### src/rtl/led_seq_pkg.sv
// Shared mode codes, per-mode step moduli and the (mode, step) to LED pattern decode
// for the LED pattern sequencer.
package led_seq_pkg;

    typedef enum logic [2:0] {
        MODE_OFF    = 3'd0,
        MODE_BLINK  = 3'd1,
        MODE_CHASE  = 3'd2,
        MODE_BOUNCE = 3'd3,
        MODE_BINARY = 3'd4
    } mode_e;

    localparam mode_e MODE_LAST = MODE_BINARY;

    localparam logic [4:0] MOD_OFF    = 5'd1;
    localparam logic [4:0] MOD_BLINK  = 5'd2;
    localparam logic [4:0] MOD_CHASE  = 5'd4;
    localparam logic [4:0] MOD_BOUNCE = 5'd6;
    localparam logic [4:0] MOD_BINARY = 5'd16;

    function automatic logic [4:0] step_modulus(input logic [2:0] mode);
        case (mode)
            MODE_BLINK:  return MOD_BLINK;
            MODE_CHASE:  return MOD_CHASE;
            MODE_BOUNCE: return MOD_BOUNCE;
            MODE_BINARY: return MOD_BINARY;
            default:     return MOD_OFF;
        endcase
    endfunction

    // Bit 0 is LED_1; unreachable mode codes decode as OFF.
    function automatic logic [3:0] led_decode(input logic [2:0] mode, input logic [3:0] step);
        case (mode)
            MODE_BLINK:  return {4{step[0]}};
            MODE_CHASE:  return 4'b0001 << step[1:0];
            MODE_BOUNCE: begin
                case (step)
                    4'd0:    return 4'b0001;
                    4'd1:    return 4'b0010;
                    4'd2:    return 4'b0100;
                    4'd3:    return 4'b1000;
                    4'd4:    return 4'b0100;
                    4'd5:    return 4'b0010;
                    default: return 4'b0000;
                endcase
            end
            MODE_BINARY: return step;
            default:     return 4'b0000;
        endcase
    endfunction

endpackage

### src/rtl/led_tick_gen.sv
// Prescaler for the LED sequencer: a one-cycle tick every TICK_LIMIT enabled cycles,
// frozen while disabled and restartable from zero with i_Clear.
module led_tick_gen #(
    parameter int TICK_LIMIT = 12500000,
    parameter int CNT_WIDTH  = $clog2(TICK_LIMIT)
) (
    input  logic i_Clock,
    input  logic i_Rst_L,
    input  logic i_Enable,
    input  logic i_Clear,
    output logic o_Tick
);

    localparam logic [CNT_WIDTH-1:0] CNT_LAST = CNT_WIDTH'(TICK_LIMIT - 1);

    logic [CNT_WIDTH-1:0] cnt_q;
    logic [CNT_WIDTH-1:0] cnt_d;

    // Clear wins over enable so a mode change restarts the full period even while paused.
    always_comb begin
        cnt_d = cnt_q;
        if (i_Clear) begin
            cnt_d = '0;
        end else if (i_Enable) begin
            cnt_d = (cnt_q == CNT_LAST) ? '0 : cnt_q + CNT_WIDTH'(1);
        end
    end

    always_ff @(posedge i_Clock or negedge i_Rst_L) begin
        if (!i_Rst_L) begin
            cnt_q <= '0;
        end else begin
            cnt_q <= cnt_d;
        end
    end

    assign o_Tick = i_Enable & (cnt_q == CNT_LAST);

endmodule

### src/rtl/led_pattern_sequencer.sv
// Four-LED pattern sequencer: button edge steps through OFF/BLINK/CHASE/BOUNCE/BINARY,
// the shared prescaler tick paces the pattern step, LEDs are a registered decode.
module led_pattern_sequencer
    import led_seq_pkg::*;
#(
    parameter int TICK_LIMIT = 12500000,
    parameter int CNT_WIDTH  = $clog2(TICK_LIMIT)
) (
    input  logic       i_Clock,
    input  logic       i_Rst_L,
    input  logic       i_Next,
    input  logic       i_Pause,
    output logic       o_LED_1,
    output logic       o_LED_2,
    output logic       o_LED_3,
    output logic       o_LED_4,
    output logic [2:0] o_Mode
);

    logic       next_dly_q;
    mode_e      mode_q;
    mode_e      mode_d;
    logic [3:0] step_q;
    logic [3:0] step_d;
    logic [4:0] step_inc;
    logic [3:0] led_q;
    logic       advance;
    logic       tick;

    // next_dly_q resets high so a button held through reset release is not an advance.
    assign advance = i_Next & ~next_dly_q;

    led_tick_gen #(
        .TICK_LIMIT (TICK_LIMIT),
        .CNT_WIDTH  (CNT_WIDTH)
    ) u_tick_gen (
        .i_Clock  (i_Clock),
        .i_Rst_L  (i_Rst_L),
        .i_Enable (~i_Pause),
        .i_Clear  (advance),
        .o_Tick   (tick)
    );

    assign mode_d   = (mode_q >= MODE_LAST) ? MODE_OFF : mode_e'(mode_q + 3'd1);
    assign step_inc = {1'b0, step_q} + 5'd1;
    assign step_d   = (step_inc >= step_modulus(mode_q)) ? 4'd0 : step_inc[3:0];

    always_ff @(posedge i_Clock or negedge i_Rst_L) begin
        if (!i_Rst_L) begin
            next_dly_q <= 1'b1;
            mode_q     <= MODE_OFF;
            step_q     <= 4'd0;
            led_q      <= 4'd0;
        end else begin
            next_dly_q <= i_Next;
            led_q      <= led_decode(mode_q, step_q);
            if (advance) begin
                mode_q <= mode_d;
                step_q <= 4'd0;
            end else if (tick) begin
                step_q <= step_d;
            end
        end
    end

    assign o_LED_1 = led_q[0];
    assign o_LED_2 = led_q[1];
    assign o_LED_3 = led_q[2];
    assign o_LED_4 = led_q[3];
    assign o_Mode  = mode_q;

endmodule
### config.mk
export PLATFORM = sky130hd
export DESIGN_NAME = led_pattern_sequencer
export DESIGN_NICKNAME = d
export VERILOG_FILES = /design/src/rtl/led_seq_pkg.sv /design/src/rtl/led_tick_gen.sv /design/src/rtl/led_pattern_sequencer.sv
export SDC_FILE = /design/constraint.sdc
export NUM_CORES = 1
export LEC_CHECK = 0
export BUFFER_PORTS_ARGS = -buffer_cell sky130_fd_sc_hd__buf_2
export CAP_MARGIN = 20
export CORE_UTILIZATION = 35
export CTS_CLUSTER_SIZE = 40
export DETAILED_ROUTE_END_ITERATION = 10
export REMOVE_ABC_BUFFERS = 1
export SYNTH_ARGS = -nofsm -noshare
export SYNTH_HDL_FRONTEND = slang
export SYNTH_SLANG_ARGS = --single-unit
### constraint.sdc
create_clock -name i_Clock -period 1.96 [get_ports i_Clock]
set_input_delay 0.294 -clock i_Clock [delete_from_list [all_inputs] [get_ports i_Clock]]
set_output_delay 0.294 -clock i_Clock [all_outputs]
set_load 0.005 [all_outputs]
==> results.md <==
- Status: finished, violations left
- Failing checks: negative setup slack
- Post-route insts no fill: 404
- Hold Vio Cnt, Final: 0
- Vias per Instance: 5.31
- Slew Limit Fails: 0
- H-tree levels: 2
- Hold Path Class: primary input to async pin
- Starting Density: 36.7%
- Ys flop type: dfrtp_1
- Layout Nets: 346
- Synth Area per Inst: 8.98 µm²
- Reg clk slew, reported paths: 80 ps
- RSZ-0062 raised after global routing: true
- Fin Hold WS: 35.3 ps
- Family with the most delay on the worst path: adder cells
- Max cap viols: 0
- Slew @ Worst Pin: 662 ps
- Internal power: 1870 µW
- # clock sinks: 36
- Fill cells: 514
- Synth warn: 0
- Worst EP required: 2180 ps
- First-pass GRT wire length: 9740 µm
- Mapped Area: 2200 µm²
- Grt total ovfl: 0
- DP Wirelength: 3930 µm
- Leakage: 0.00148 µW
- Antenna violations before repair: 0
- Row Count: 28
- Seq/Total Area, Yosys: 41.0%
- R2R cell count: 9
- WS Path Type: flop to flop
- GP Congestion: 0.822
- Critical Path Fanout Max: 4
- Reg power frac: 33.7%
- Fin util: 54.2%
- Crit path depth: 9
- Die ar.: 6610 µm²
- Critical Path End Type: flop
- DR WL/cell: 14.2 µm
- CP peak stage delay: 430 ps
- Clock latency on the worst-skew pair: 300 ps
- Clock buffer depth: 2
- Drt first-iter violations: 111
- Vias in the first global route: 2,078
- Pre-CTS WS: -383 ps
- Post-Route WL: 5740 µm
- Largest net degree at the start of global routing: 37
- Final min period: 2170 ps
- Hold Buf Count CTS: 0
- Share of total power in the clock network: 35.6%
- Gate Count Post-Synth: 245
- Placed cells: 387
- Root Driver: clkbuf_8
- Reg area: 902 µm²
- Final Cycle Share: 111%
- CTS Buf Count: 5
- Area of the multi-input gates: 1430 µm²
- Final setup viols: 24
- Share of cells above drive strength 1: 43.5%
- EDFF count, synth: 0
- # DRC: 0
- Layout area overhead: 47.6%
- Switching part of the total: 27.2%
- Synthesized flop and latch total: 36
- Die width: 81.3 µm
- Max-slew headroom: 55.4%
- # diodes: 0
- Crit path arrival time: 2390 ps
- Vias: 2,146
- Clk_skew: 5.08 ps
- Crit-path slowest cell: dfrtp_1
- Buf/Inv on CP: 0
- ANT nets after route: 0
- IO Count: 11
- Total power: 2570 µW
- Worst-path cell chain: ha_2, ha_4, nor4_4, ha_1, nor2_1, a21oi_1, o31ai_2, nand3_1, o22ai_1
- DRT Pass-1 Iters: 5
- Overall Global Routing Usage: 19.5%
- Die Span Y: 81.3 µm
- PwrDens: 792 nW/µm²
- Distinct cells, synth: 50
- CTS tree: built
- VDD IR max: 0.591 mV
- Final setup margin: -210 ps
- I/O Buffers: 10
- Setup crit start kind: flop
- Switching pwr: 701 µW
- Asr flop ratio synth: 100%
- Core area: 5990 µm²
- Gate power share: 30.6%
- Max Fclk: 0.461 GHz
cell type report:
type,instances,area share [%]
clock buffers,5,2.12
repair buffers,82,19.2
flip-flops and latches,36,27.8
clock inverters,3,2.77
inverters,12,1.39
multi-input cells,191,43.9
well taps,75,2.89
registers in the layout, summed over array words and instances, names as in the netlist:
signal	flops
step_q	4
led_q	4
next_dly_q	1
o_Mode	3
u_tick_gen.cnt_q	24
path summary, 6_finish.rpt:
check                                      from                    to  slack (ps)
max                                   o_Mode[1]             step_q[1]        -210
min                                     i_Rst_L             o_Mode[2]          40
max reg2reg                           o_Mode[1]             step_q[1]        -210
min reg2reg                u_tick_gen.cnt_q[20]  u_tick_gen.cnt_q[20]         580
max in group asynchronous               i_Rst_L            next_dly_q        1580
min in group i_Clock                     i_Next            next_dly_q         110
cell families (layout without fill, tap and decap cells):
family	after synthesis	in the layout	share of synthesized area (%)
XOR/XNOR	11	11	4.38
AO/OA/AOI/OAI	53	53	15.9
flip-flops	36	36	41.0
adder cells (fa/ha/maj)	14	14	7.96
buffers and inverters	18	102	3.52
AND/OR/NAND/NOR	113	113	27.3
cells in the mapped netlist (4+ instances only):
library cell | n | area, µm²
dfrtp_1 | 35 | 876
nand2_1 | 28 | 105
nor2_1 | 19 | 71.3
o21ai_0 | 18 | 90.1
nand3_1 | 17 | 85.1
ha_1 | 14 | 175
inv_1 | 12 | 45.0
a21oi_1 | 9 | 45.0
nor4_1 | 8 | 50.1
a31oi_1 | 6 | 37.5
xor2_1 | 6 | 52.6
nor2b_1 | 5 | 31.3
or3_1 | 5 | 31.3
xnor2_1 | 5 | 43.8
and3_1 | 4 | 25.0
nand4_1 | 4 | 25.0
power groups by stage:
| stage | combinational [µW] | sequential [µW] | clock [µW] |
|---|---|---|---|
| CTS | 727 | 866 | 943 |
| detailed placement | 578 | 875 | 0 |
| global route | 884 | 876 | 970 |
| global placement | 578 | 870 | 0 |
| floorplan | 288 | 876 | 0 |
| finish | 788 | 868 | 917 |
layout by cell type, fill, tap and decap left out, types with 4 or more instances in the layout:
cell and count:
and3_1 4, a31oi_1 5, a21oi_1 4, dfrtp_1 35, o21ai_0 8, inv_1 10
nand2_1 28, nor2_1 11, nor2_2 8, buf_2 10, o21ai_1 5, o21ai_2 5
buf_4 63, xnor2_1 5, nand4_1 4, nand3_1 15, clkbuf_8 5, buf_6 9
xor2_1 6, a21oi_2 5, ha_1 10, nor4_1 6, or3_1 4
per-stage QoR:
stage	setup TNS (ps)	cell area, µm²
after floorplan	-807	2170
after global placement	-5010	2790
after detailed placement	-6520	2790
after CTS	-1710	3140
after global routing	-4930	3250
final	-3170	3250
layer usage:
metal	share of wire [%]	GRT usage, %
met5	0	0
met3	2.0	3.37
met2	49	32.4
met1	48	25.3
met4	1.8	7.14
timing repair:
item / 4_1_cts / 5_1_grt
gates resized for setup: 38 / 31
pin swaps: 29 / 19
gates cloned: 0 / 1
buffers inserted: 7 / 1
endpoints found under the setup margin: 27 / 27
No activity file was read; power rests on OpenSTA's default activity.
